<file path="src/rtl/apb_bridge_arbiter.sv">
// Round-robin arbiter sharing one AHB-to-APB bridge between NREQ requesters.
// Define APB_ARB_FIXED_PRIO_EN for fixed lowest-index-wins priority.
module apb_bridge_arbiter #(
  parameter int unsigned NREQ        = 4,
  parameter int unsigned XFER_CYCLES = 6,
  parameter int unsigned AW          = 32,
  parameter int unsigned DW          = 32
) (
  input  logic               HCLK,
  input  logic               HRST,
  input  logic [NREQ-1:0]    req,
  input  logic [NREQ*AW-1:0] req_addr,
  input  logic [NREQ-1:0]    req_wr,
  input  logic [NREQ*DW-1:0] req_wdata,
  output logic [NREQ-1:0]    gnt,
  output logic [NREQ-1:0]    done,
  output logic [DW-1:0]      rdata,
  output logic               busy,
  output logic [AW-1:0]      HADDR,
  output logic               Control,
  output logic [DW-1:0]      HWDATA,
  input  logic [DW-1:0]      HRDATA
);

  localparam int unsigned IW = (NREQ > 1) ? $clog2(NREQ) : 1;
  localparam int unsigned CW = (XFER_CYCLES > 2) ? $clog2(XFER_CYCLES) : 1;

  typedef enum logic [1:0] {S_IDLE, S_XFER, S_RESP} state_t;

  state_t          r_state;
  logic [IW-1:0]   r_ptr;
  logic [IW-1:0]   r_winner;
  logic [CW-1:0]   r_cnt;

  logic            w_found;
  logic [IW-1:0]   w_winner;
  logic [IW-1:0]   w_idx;

  // Scan requests upward from the pointer, wrapping modulo NREQ.
  always_comb begin
    w_found  = 1'b0;
    w_winner = '0;
    w_idx    = '0;
    for (int i = 0; i < NREQ; i++) begin
      w_idx = IW'((int'(r_ptr) + i) % NREQ);
      if (!w_found && req[w_idx]) begin
        w_found  = 1'b1;
        w_winner = w_idx;
      end
    end
  end

  always_ff @(posedge HCLK) begin
    if (HRST) begin
      r_state  <= S_IDLE;
      r_ptr    <= '0;
      r_winner <= '0;
      r_cnt    <= '0;
      gnt      <= '0;
      done     <= '0;
      rdata    <= '0;
      busy     <= 1'b0;
      HADDR    <= '0;
      Control  <= 1'b0;
      HWDATA   <= '0;
    end else begin
      done <= '0;
      case (r_state)
        S_IDLE: begin
          if (w_found) begin
            r_winner <= w_winner;
            gnt      <= NREQ'(1) << w_winner;
            busy     <= 1'b1;
            HADDR    <= req_addr[w_winner*AW +: AW];
            Control  <= req_wr[w_winner];
            HWDATA   <= req_wdata[w_winner*DW +: DW];
            r_cnt    <= CW'(XFER_CYCLES - 1);
            r_state  <= S_XFER;
          end
        end
        S_XFER: begin
          if (r_cnt == '0) begin
            r_state <= S_RESP;
            done    <= NREQ'(1) << r_winner;
            if (!Control) begin
              rdata <= HRDATA;
            end
`ifdef APB_ARB_FIXED_PRIO_EN
            r_ptr <= '0;
`else
            r_ptr <= IW'((int'(r_winner) + 1) % NREQ);
`endif
          end else begin
            r_cnt <= r_cnt - CW'(1);
          end
        end
        S_RESP: begin
          // Release the bridge; IDLE always gets at least one cycle.
          r_state <= S_IDLE;
          gnt     <= '0;
          busy    <= 1'b0;
          HADDR   <= '0;
          Control <= 1'b0;
          HWDATA  <= '0;
        end
        default: r_state <= S_IDLE;
      endcase
    end
  end

endmodule

</file>
<file path="config.mk">
export PLATFORM = sky130hd
export DESIGN_NAME = apb_bridge_arbiter
export DESIGN_NICKNAME = d
export VERILOG_FILES = /design/src/rtl/apb_bridge_arbiter.sv
export SDC_FILE = /design/constraint.sdc
export NUM_CORES = 1
export LEC_CHECK = 0
export CAP_MARGIN = 20
export CORE_AREA = 2 2 158 160
export DETAILED_ROUTE_END_ITERATION = 7
export DIE_AREA = 0 0 160 162
export GPL_TIMING_DRIVEN = 0
export PLACE_DENSITY_LB_ADDON = 0.3
export REMOVE_ABC_BUFFERS = 1
export SETUP_SLACK_MARGIN = 0.3
export SYNTH_ARGS = -nofsm -noshare
export SYNTH_HDL_FRONTEND = slang
export SYNTH_SLANG_ARGS = --single-unit
</file>
<file path="constraint.sdc">
create_clock -name HCLK -period 1.75 [get_ports HCLK]
set_input_delay 0.4375 -clock HCLK [delete_from_list [all_inputs] [get_ports HCLK]]
set_output_delay 0.4375 -clock HCLK [all_outputs]
set_load 0.05 [all_outputs]
</file>
==> summary.md, run 1 <==
| Metric | Value |
|---|---|
| Status | `complete, but fails checks` |
| Failing checks | `negative setup slack` |
| Antenna violations before repair | `3` |
| WP data arrival | `between 2000 and 2500 ps` |
| Total GRT Usage | `0.303` |
| Slowest cell delay on critical path | `340 ps` |
| Top layer reached by signal wires | `met4` |
| CTS tree | `yes` |
| Number of global-route vias before repair | `between 9000 and 10000` |
| RSZ-0062 raised after global routing | `yes` |
| Final Instance Area | `13900 µm²` |
| # hold bufs at CTS | `0` |
| Clock sink count | `115` |
| Fraction of registers with async set or reset after synthesis | `0` |
| R2r setup slk | `-10 ps` |
| Die area | `about 26000 µm²` |
| FF-to-FF End | `HADDR[4]` |
| DR WL/cell | `approximately 28 µm` |
| Global-route congestion overflow total | `0` |
| Post-Syn Area | `around 6400 µm²` |
| WL met2 | `21.5 mm` |
| Seq/Total Area, Yosys | `0.361` |
| Die height | `around 160 µm` |
| Total core area | `about 24000 µm²` |
| Cell variety after synth | `40` |
| DP Area | `~11000 µm²` |
| Die W | `160 µm` |
| Setup WS post-layout | `-28.0 ps` |
| Most common cell in the netlist | `dfxtp_1` |
| Ys flop type | `dfxtp_1` |
| DP HPWL | `21.9 mm` |
| Syn avg cell area | `just over 8 µm²` |
| Met3 wire length | `4.07 mm` |
| Clock skew | `10.1 ps` |
| CTS Buffer Depth | `2` |
| Total stage count of the critical path | `9` |
| Dpl cells | `about 1400` |
| First-pass GRT wire length | `about 60 mm` |
| Met1 WL | `16.6 mm` |
| WL final | `about 44 mm` |
| Buffers plus inverters on the worst setup path | `5` |
| # rows | `57` |
| Layout cells sized above 1 | `0.350` |
| Starting density of the core | `0.264` |
| Largest net degree at the start of global routing | `66` |
| EDFF count, synth | `0` |
| Peak VDD IR | `around 0.63 mV` |
| R2r startpoint | `r_ptr[0]` |
| Layout net count | `about 1500` |
| Most frequent CP cell | `buf_16` |
| Final Max Tran Viols | `0` |
| Synth Warn # | `0` |
| Largest cells by area after synthesis | `dfxtp_1 36%, a32oi_1 9.1%, a311oi_1 8.9%` |
| Non-filler cells, final | `about 1600` |
| CP cell instances | `buf_16 -> buf_16 -> nor4_4 -> buf_4 -> a21o_4 -> buf_12 -> buf_16 -> a32oi_1 -> a311oi_1` |
| Crit end category | `register` |
| Drt via density | `5.99` |
| Number of synthesized register bits | `around 120` |
| Fin. Hold Viols | `0` |
| DRT iter0 DRCs | `724` |
| CTS buffer count | `17` |
| F_max | `roughly 0.56 GHz` |
| Req. time, crit path | `2060 ps` |
| Critical path's top delay family | `buffers and inverters` |
| Cells after synthesis | `slightly below 800` |
| Minimum clock period | `about 1800 ps` |
| R2r worst-path depth | `6` |
| IO Pins | `roughly 400` |
| CP Launch Type | `input pin` |
| Pwr/cell area | `between 900 and 1000 nW/µm²` |
| Critical path class | `input pin to register` |
| Worst rel slew slack | `0.559` |
| Area fraction of the dominant cell type after synthesis | `0.361` |
| Depth of the CTS H-tree | `4` |
| DRC viols | `0` |
| Leakage | `5.37 nW` |
| Critical Path Slowest Stage Cell | `a311oi_1` |
| Drt pass-1 iters | `5` |
| Max capacitance violation total | `0` |
| Gpl congestion | `a little under 0.8` |
| Hold Path Cell Cnt | `2` |
| Post-synth top cells | `115 x dfxtp_1, 109 x a21oi_1, 70 x nand2_1, 69 x o21ai_0` |
| Worst hold start | `rdata[23]` |
| Fin crit share | `1.02` |
| Routed Antenna Nets | `0` |
| Worst hold path type | `register to register` |
| Clk Tree Root Cell | `clkbuf_16` |
| Area leader, netlist | `dfxtp_1` |
| Area Growth Syn to Fin | `119%` |
| Worst hold margin | `around 460 ps` |
| Routed vias | `between 9000 and 10000` |
| Endpoints failing setup | `1` |
| Buffers on Ports | `approximately 400` |
| WHS Endpoint | `rdata[23]` |
| Clk_lat worst skew | `between 400 and 500 ps` |
| Crit Path Max Fanout | `8` |
| CTS clk-pin slew, worst paths | `about 60 ps` |
| Slew @ Worst Pin | `660 ps` |
[area by class of cell]
type                    instances  area (µm²)
fillers                      2154       10200
repair buffers                529        6040
multi-input cells             574        4430
flip-flops and latches        115        2370
clock buffers                  18         429
well taps                     324         405
clock inverters                14         201
inverters                       7        33.8
diodes                          4        10.0
[per-layer routing]
layer,track usage,vias to the layer above
met3,0.0832,146
met4,0.146,0
met2,0.520,649
li1,-,4077
met5,0,-
met1,0.352,4620
[how the worst max path moves through the flow]
stage                   from     endpoint  slack, ps
finish                req[3]     HADDR[4]        -30
global route          req[3]     HADDR[4]        -30
floorplan             req[3]  r_winner[0]      -2890
CTS                 r_ptr[0]   HWDATA[16]         80
global placement      req[2]  r_winner[0]      -9820
detailed placement    req[1]    HADDR[19]      -1340
[sequential cells by signal, summed over array words and instances, names as in the netlist]
| name | cells |
|---|---|
| HADDR | 32 |
| gnt | 4 |
| r_winner | 2 |
| done | 4 |
| r_cnt | 3 |
| busy | 1 |
| HWDATA | 32 |
| r_state | 2 |
| rdata | 32 |
| r_ptr | 2 |
| Control | 1 |
[worst register-to-register path: cells and delay by family (launching register included)]
kind            cells  cell delay [ps]
flops               1              390
compound gates      3              790
buf+inv             3              440
[metrics by stage]
stage          worst slack, ps  total power, mW  setup TNS [ps]   util
4_1_cts                   82.1             11.9               0  0.534
2_1_floorplan            -2890             5.08         -199830      -
6_report                 -28.0             12.6           -28.0  0.578
5_1_grt                  -25.2             13.0           -69.8  0.577
3_5_place_dp             -1340             6.97          -89710  0.446
3_3_place_gp             -9820             6.83         -780410  0.428
[report_power, final]
| part | internal [mW] | leakage, nW | switching, mW |
|---|---|---|---|
| Sequential | 2.91 | 0.960 | 0.297 |
| Clock | 2.40 | 0.302 | 1.46 |
| Combinational | 2.60 | 4.11 | 2.97 |
[cells in the final DEF, fill, tap and decap left out, types with 10 or more instances in the layout]
cell | netlist | layout
clkdlybuf4s50_1 | 0 | 292
buf_6 | 8 | 82
buf_4 | 1 | 75
dfxtp_1 | 115 | 71
and3_1 | 67 | 67
o21ai_0 | 69 | 66
a311oi_1 | 65 | 63
a21oi_1 | 109 | 59
a22oi_1 | 66 | 57
a32oi_1 | 66 | 55
nand2_1 | 70 | 53
a21oi_2 | 0 | 47
dfxtp_2 | 0 | 39
clkbuf_16 | 0 | 28
buf_12 | 0 | 23
nand2_4 | 0 | 17
buf_16 | 0 | 16
clkbuf_4 | 0 | 12
a32oi_2 | 0 | 11
buf_8 | 0 | 11
nor2_1 | 12 | 10
[what timing repair did]
action / 4_1_cts / 5_1_grt
buffers inserted: 61 / 16
gates resized for setup: 709 / 271
pin swaps: 55 / 91
setup endpoints to repair: 216 / 182
gates cloned: 25 / 16
[logic make-up after synthesis]
group	after synthesis	share of synthesized area
AO/OA/AOI/OAI	386	0.412
AND/OR/NAND/NOR	169	0.137
flip-flops	115	0.361
buffers and inverters	111	0.0807
multiplexers	2	0.00314
adder cells (fa/ha/maj)	2	0.00393
XOR/XNOR	1	0.00138
Power figures use the tool's default switching activity.
==> run 2, diff against run 1 <==
--- a/config.mk
+++ b/config.mk
@@ -7,6 +7,7 @@
 export LEC_CHECK = 0
 export CAP_MARGIN = 20
 export CORE_AREA = 2 2 158 160
+export CTS_BUF_LIST = sky130_fd_sc_hd__clkbuf_8
 export DETAILED_ROUTE_END_ITERATION = 7
 export DIE_AREA = 0 0 160 162
 export GPL_TIMING_DRIVEN = 0
==> summary.md, run 2 (synthesis gave the netlist of run 1 again) <==
| Metric | Value |
|---|---|
| Non-filler cells, final | `1573 (was 1585)` |
| Area Growth Syn to Fin | `114% (was 119%)` |
| CTS tree | `yes (unchanged)` |
| Critical path class | `register to register (was input pin to register)` |
| DR WL/cell | `28.1 µm (was 27.9 µm)` |
| Fin. Hold Viols | `0 (unchanged)` |
| Fillers | `2175 (was 2154)` |
| Critical path's top delay family | `compound AO/OA/AOI/OAI gates (was buffers and inverters)` |
| Layout net count | `1533 (was 1544)` |
| CTS buffer count | `17 (unchanged)` |
| Crit Path Max Fanout | `11 (was 8)` |
| Die area | `25900 µm² (unchanged)` |
| Commonest non-fill, non-tap cell in the layout | `clkdlybuf4s50_1 (unchanged)` |
| Most frequent cells in the layout | `292 x clkdlybuf4s50_1, 109 x buf_6, 77 x a21oi_1, 70 x dfxtp_2, 68 x o21ai_0 (was 292 x clkdlybuf4s50_1, 82 x buf_6, 75 x buf_4, 71 x dfxtp_1, 67 x and3_1)` |
| Register Area | `2420 µm² (was 2370 µm²)` |
| Status | `complete, no violations (was complete, but fails checks)` |
| Final Instance Area | `13600 µm² (was 13900 µm²)` |
| First-pass GRT wire length | `55.8 mm (was 58.8 mm)` |
| F_max | `0.579 GHz (was 0.562 GHz)` |
| Depth of the CTS H-tree | `4 (unchanged)` |
| CTS Buffer Depth | `2 (unchanged)` |
| Total GRT Usage | `0.287 (was 0.303)` |
| Drt via density | `6.01 (was 5.99)` |
| Global-route congestion overflow total | `0 (unchanged)` |
| WP data arrival | `2040 ps (was 2090 ps)` |
| Gpl congestion | `0.786 (unchanged)` |
| Buffers on Ports | `403 (unchanged)` |
| Endpoints failing setup | `0 (was 1)` |
| DRC viols | `0 (unchanged)` |
| # hold bufs at CTS | `0 (unchanged)` |
| WL final | `44.1 mm (was 44.2 mm)` |
| FF-to-FF End | `HWDATA[17] (was HADDR[4])` |
| DP HPWL | `21.9 mm (unchanged)` |
| Worst Setup EP | `HWDATA[17] (was HADDR[4])` |
| Drt pass-1 iters | `5 (unchanged)` |
| RSZ-0062 raised after global routing | `yes (unchanged)` |
| Total stage count of the critical path | `5 (was 9)` |
| Worst rel slew slack | `0.570 (was 0.559)` |
| TNS Setup | `0 ps (was -28.0 ps)` |
| Multi-input gate area | `4350 µm² (was 4430 µm²)` |
| Total core area | `24100 µm² (unchanged)` |
| Worst hold path type | `input pin to register (was register to register)` |
| CP Launch Type | `register (was input pin)` |
| Regs by FF count | `HADDR x32, HWDATA x32, rdata x32 (unchanged)` |
| Crit end category | `register (unchanged)` |
| Number of global-route vias before repair | `8693 (was 9169)` |
| Clock sink count | `115 (unchanged)` |
| DP Area | `10800 µm² (unchanged)` |
| # rows | `57 (unchanged)` |
| Setup WS post-layout | `21.5 ps (was -28.0 ps)` |
| Largest net degree at the start of global routing | `66 (unchanged)` |
| Leakage | `5.22 nW (was 5.37 nW)` |
| R2r startpoint | `r_ptr[0] (unchanged)` |
| Setup WS pre-CTS | `-1340 ps (unchanged)` |
| Crit path launch | `r_ptr[0] (was req[3])` |
| IO Pins | `404 (unchanged)` |
| Slew @ Worst Pin | `645 ps (was 660 ps)` |
| Slowest cell delay on critical path | `520 ps (was 340 ps)` |
| Req. time, crit path | `2070 ps (was 2060 ps)` |
| Clock skew | `16.5 ps (was 10.1 ps)` |
| Antenna violations before repair | `3 (unchanged)` |
| CTS clk-pin slew, worst paths | `80 ps (was 60 ps)` |
| Die W | `160 µm (unchanged)` |
| Clk_lat worst skew | `450 ps (was 420 ps)` |
| CP cell instances | `clkinvlp_4 -> buf_12 -> a221o_2 -> a32oi_1 -> a311oi_1 (was buf_16 -> buf_16 -> nor4_4 -> buf_4 -> a21o_4 -> buf_12 -> buf_16 -> a32oi_1 -> a311oi_1)` |
| Fin crit share | `0.988 (was 1.02)` |
| Routed Antenna Nets | `0 (unchanged)` |
| DRT iter0 DRCs | `813 (was 724)` |
| Max capacitance violation total | `0 (unchanged)` |
| Peak VDD IR | `0.435 mV (was 0.629 mV)` |
| Worst hold margin | `430 ps (was 455 ps)` |
| Dpl cells | `1431 (unchanged)` |
| Final Max Tran Viols | `0 (unchanged)` |
| Routed vias | `9454 (was 9492)` |
| Die height | `162 µm (unchanged)` |
| Layout cells sized above 1 | `0.354 (was 0.350)` |
| Minimum clock period | `1730 ps (was 1780 ps)` |
| Pwr/cell area | `849 nW/µm² (was 908 nW/µm²)` |
| Clk Tree Root Cell | `clkbuf_8 (was clkbuf_16)` |
| R2r worst-path depth | `5 (was 6)` |
| R2r setup slk | `20 ps (was -10 ps)` |
| Buffers plus inverters on the worst setup path | `2 (was 5)` |
| Critical Path Slowest Stage Cell | `a221o_2 (was a311oi_1)` |
| Starting density of the core | `0.264 (unchanged)` |
## run 2: changes by cell type in the layout (fill, tap and decap cells not counted), moves of 14 or more
cell / before / now
dfxtp_2: 39 / 70
dfxtp_1: 71 / 36
buf_6: 82 / 109
clkbuf_16: 28 / 14
a21oi_2: 47 / 32
buf_4: 75 / 42
clkbuf_8: 0 / 17
a21oi_1: 59 / 77
## run 2: area by class of cell
cell class                      instances  share of cell area
Multi-Input combinational cell        579               0.319
Clock inverter                         15              0.0151
Antenna cell                            3            0.000551
Inverter                                7             0.00239
Timing Repair Buffer                  513               0.438
Sequential cell                       115               0.178
Tap cell                              324              0.0298
Clock buffer                           17              0.0172
## run 2: worst register-to-register path, stage by stage (launching register included)
cell        delay (ps)
dfxtp_4            390
clkinvlp_4         130
buf_12             170
a221o_2            530
a32oi_1            260
a311oi_1           120
## run 2: how the worst min path moves through the flow
| stage | start | endpoint | slack [ps] | cells past startpoint |
|---|---|---|---|---|
| 5_1_grt | req[3] | gnt[3] | 410 | 3 |
| 4_1_cts | req[3] | gnt[3] | 400 | 3 |
| 6_report | req[3] | gnt[3] | 430 | 3 |
| 3_5_place_dp | rdata[23] | rdata[23] | 450 | 2 |
| 3_3_place_gp | rdata[14] | rdata[14] | 440 | 2 |
| 2_1_floorplan | r_winner[0] | done[2] | 460 | 1 |
## run 2: report_power, final
part	total, mW	leakage [nW]	internal [mW]	switching [mW]
Clock	2.92	0.218	1.57	1.35
Sequential	3.20	0.976	2.93	0.278
Combinational	5.43	4.03	2.50	2.93
Total	11.6	5.22	7.00	4.56
## run 2: per-stage QoR
step | utilization | power [mW]
6_report | 0.565 | 11.6
2_1_floorplan | - | 5.08
3_5_place_dp | 0.446 | 6.97
5_1_grt | 0.565 | 11.9
4_1_cts | 0.507 | 10.5
3_3_place_gp | 0.428 | 6.83
## run 2: routing by layer
layer / up-vias / global-route usage / routed length (µm)
li1: 4057 / - / -
met1: 4643 / 0.342 / 16600
met2: 636 / 0.491 / 21500
met3: 118 / 0.0741 / 4200
met4: 0 / 0.123 / 1850
met5: - / 0 / 0
## run 2: what timing repair did
item | in CTS | in global routing
pin swaps | 20 | 74
endpoints found under the setup margin | 216 | 202
cloned | 21 | 27
buffers inserted | 40 | 19
resized for setup | 618 | 464
hold endpoints to repair | 0 | 0
==> run 3, diff against run 2 <==
--- a/config.mk
+++ b/config.mk
@@ -11,7 +11,7 @@
 export DETAILED_ROUTE_END_ITERATION = 7
 export DIE_AREA = 0 0 160 162
 export GPL_TIMING_DRIVEN = 0
-export PLACE_DENSITY_LB_ADDON = 0.3
+export PLACE_DENSITY = 0.7
 export REMOVE_ABC_BUFFERS = 1
 export SETUP_SLACK_MARGIN = 0.3
 export SYNTH_ARGS = -nofsm -noshare
==> summary.md, run 3 (synthesis gave the netlist of run 1 again) <==
| Metric | Value |
|---|---|
| Die area | `25900 µm² (unchanged)` |
| Critical path class | `input pin to register (was register to register)` |
| DRC viols | `0 (unchanged)` |
| # hold bufs at CTS | `0 (unchanged)` |
| DRT iter0 DRCs | `938 (was 813)` |
| Worst hold start | `gnt[0] (was req[3])` |
| Critical Path Slowest Stage Cell | `nor4_4 (was a221o_2)` |
| Worst hold margin | `456 ps (was 430 ps)` |
| CTS tree | `yes (unchanged)` |
| DP HPWL | `20.4 mm (was 21.9 mm)` |
| Clock share of power | `0.228 (was 0.253)` |
| Worst rel slew slack | `0.616 (was 0.570)` |
| P_sw | `4.60 mW (was 4.56 mW)` |
| Clock skew | `18.1 ps (was 16.5 ps)` |
| FF-to-FF End | `HADDR[28] (was HWDATA[17])` |
| First-pass GRT wire length | `55.3 mm (was 55.8 mm)` |
| Slew @ Worst Pin | `576 ps (was 645 ps)` |
| CP cell instances | `buf_16 -> buf_16 -> nor4_4 -> buf_4 -> a21o_4 -> buf_12 -> clkbuf_16 -> a32oi_1 -> a311oi_1 (was clkinvlp_4 -> buf_12 -> a221o_2 -> a32oi_1 -> a311oi_1)` |
| DR WL/cell | `27.5 µm (was 28.1 µm)` |
| Buffers plus inverters on the worst setup path | `5 (was 2)` |
| Total GRT Usage | `0.282 (was 0.287)` |
| R2r setup slk | `-30 ps (was 20 ps)` |
| Dpl cells | `1430 (was 1431)` |
| Logic gate share of total power | `0.490 (was 0.470)` |
| Most frequent CP cell | `buf_16` |
| Number of global-route vias before repair | `8693 (unchanged)` |
| Starting density of the core | `0.264 (unchanged)` |
| Area Growth Syn to Fin | `121% (was 114%)` |
| Depth of the CTS H-tree | `4 (unchanged)` |
| Routed Antenna Nets | `0 (unchanged)` |
| Gpl congestion | `0.812 (was 0.786)` |
| Die height | `162 µm (unchanged)` |
| R2r startpoint | `r_ptr[1] (was r_ptr[0])` |
| Drt pass-1 iters | `5 (unchanged)` |
| Non-filler cells, final | `1598 (was 1573)` |
| Int Pwr | `6.85 mW (was 7.00 mW)` |
| F_max | `0.550 GHz (was 0.579 GHz)` |
| Final Instance Area | `14100 µm² (was 13600 µm²)` |
| RSZ-0062 raised after global routing | `yes (unchanged)` |
| # rows | `57 (unchanged)` |
| Minimum clock period | `1820 ps (was 1730 ps)` |
| Sw Ratio | `0.402 (was 0.395)` |
| Slowest cell delay on critical path | `350 ps (was 520 ps)` |
| Commonest non-fill, non-tap cell in the layout | `clkdlybuf4s50_1 (unchanged)` |
| Crit Path Max Fanout | `9 (was 11)` |
| Setup WS post-layout | `-68.9 ps (was 21.5 ps)` |
| Clock sink count | `115 (unchanged)` |
| Crit end category | `register (unchanged)` |
| Endpoints failing setup | `4 (was 0)` |
| Global-route congestion overflow total | `0 (unchanged)` |
| Seq pwr share | `0.282 (was 0.277)` |
| Hold Path Cell Cnt | `2 (was 3)` |
| Worst hold path type | `register to register (was input pin to register)` |
| Pwr/cell area | `813 nW/µm² (was 849 nW/µm²)` |
| Overall power | `11.5 mW (was 11.6 mW)` |
| Layout cells sized above 1 | `0.382 (was 0.354)` |
| WL final | `43.9 mm (was 44.1 mm)` |
| Die W | `160 µm (unchanged)` |
| IO Pins | `404 (unchanged)` |
| Most frequent cells in the layout | `292 x clkdlybuf4s50_1, 86 x buf_6, 85 x a21oi_1, 67 x dfxtp_2 (was 292 x clkdlybuf4s50_1, 109 x buf_6, 77 x a21oi_1, 70 x dfxtp_2, 68 x o21ai_0)` |
| CTS clk-pin slew, worst paths | `70 ps (was 80 ps)` |
| Buffers on Ports | `403 (unchanged)` |
| CTS buffer count | `17 (unchanged)` |
| WHS Endpoint | `gnt[0] (was gnt[3])` |
| Req. time, crit path | `2060 ps (was 2070 ps)` |
| CTS Buffer Depth | `2 (unchanged)` |
| Antenna violations before repair | `2 (was 3)` |
| Final Max Tran Viols | `0 (unchanged)` |
| Leakage | `5.32 nW (was 5.22 nW)` |
| Fin. Hold Viols | `0 (unchanged)` |
| Critical path's top delay family | `buffers and inverters (was compound AO/OA/AOI/OAI gates)` |
| Fin crit share | `1.04 (was 0.988)` |
| Routed vias | `9672 (was 9454)` |
| CP Launch Type | `input pin (was register)` |
| Clk Tree Root Cell | `clkbuf_8 (unchanged)` |
| Clk_lat worst skew | `440 ps (was 450 ps)` |
| Regs by FF count | `HADDR x32, HWDATA x32, rdata x32 (unchanged)` |
| Status | `complete, but fails checks (was complete, no violations)` |
| WP data arrival | `2130 ps (was 2040 ps)` |
| Max capacitance violation total | `0 (unchanged)` |
| Layout net count | `1559 (was 1533)` |
| DP Area | `10700 µm² (was 10800 µm²)` |
| Total core area | `24100 µm² (unchanged)` |
| R2r worst-path depth | `6 (was 5)` |
| Failing checks | `negative setup slack` |
| Largest net degree at the start of global routing | `71 (was 66)` |
| Drt via density | `6.05 (was 6.01)` |
| Peak VDD IR | `0.369 mV (was 0.435 mV)` |
-- run 3: power by group through the flow --
stage          registers, mW  clock network (mW)  logic, mW
5_1_grt                 3.26                2.79       5.79
2_1_floorplan           3.95                   0       1.13
4_1_cts                 3.16                2.67       4.71
3_5_place_dp            3.15                   0       3.77
6_report                3.23                2.61       5.61
3_3_place_gp            3.14                   0       3.67
-- run 3: stage by stage --
step                TNS [ps]  setup WS, ps  utilization
floorplan            -199830         -2890            -
global placement     -761910         -9690        0.428
detailed placement    -87900         -1300        0.445
CTS                        0          36.9        0.530
global route            -153          -115        0.585
finish                  -131         -68.9        0.585
-- run 3: how the worst max path moves through the flow --
stage / start / to / cells after the start
final: req[3] / HADDR[27] / 9
after global routing: req[3] / HADDR[27] / 9
after CTS: r_cnt[0] / rdata[5] / 6
after detailed placement: req[1] / HWDATA[9] / 6
after global placement: req[2] / r_winner[0] / 5
after floorplan: req[3] / r_winner[0] / 4
-- run 3: layout make-up --
type                       count  area (µm²)
clock inverter                15         158
timing repair buffer         534        6320
fill                        2071       10000
antenna                        2        5.00
clock buffer                  17         234
inverter                       7        30.0
multi-input combinational    584        4450
sequential                   115        2480
tap                          324         405
-- run 3: worst min-delay path: stages, from the launching register on --
cell,delay [ps]
dfxtp_1,310
nand2_1,50
a21oi_1,50
-- run 3: what timing repair did --
action | in CTS | in global routing
cloned | 25 | 25
buffers inserted | 57 | 27
pin swaps | 42 | 72
endpoints found under the setup margin | 216 | 178
resized for setup | 739 | 386
-- run 3: per-layer routing --
metal | vias up | part of all wire | track usage
met5 | - | 0 | 0
met4 | 0 | 0.048 | 0.115
met3 | 148 | 0.10 | 0.0743
met2 | 732 | 0.48 | 0.479
met1 | 4657 | 0.36 | 0.341
li1 | 4135 | - | -
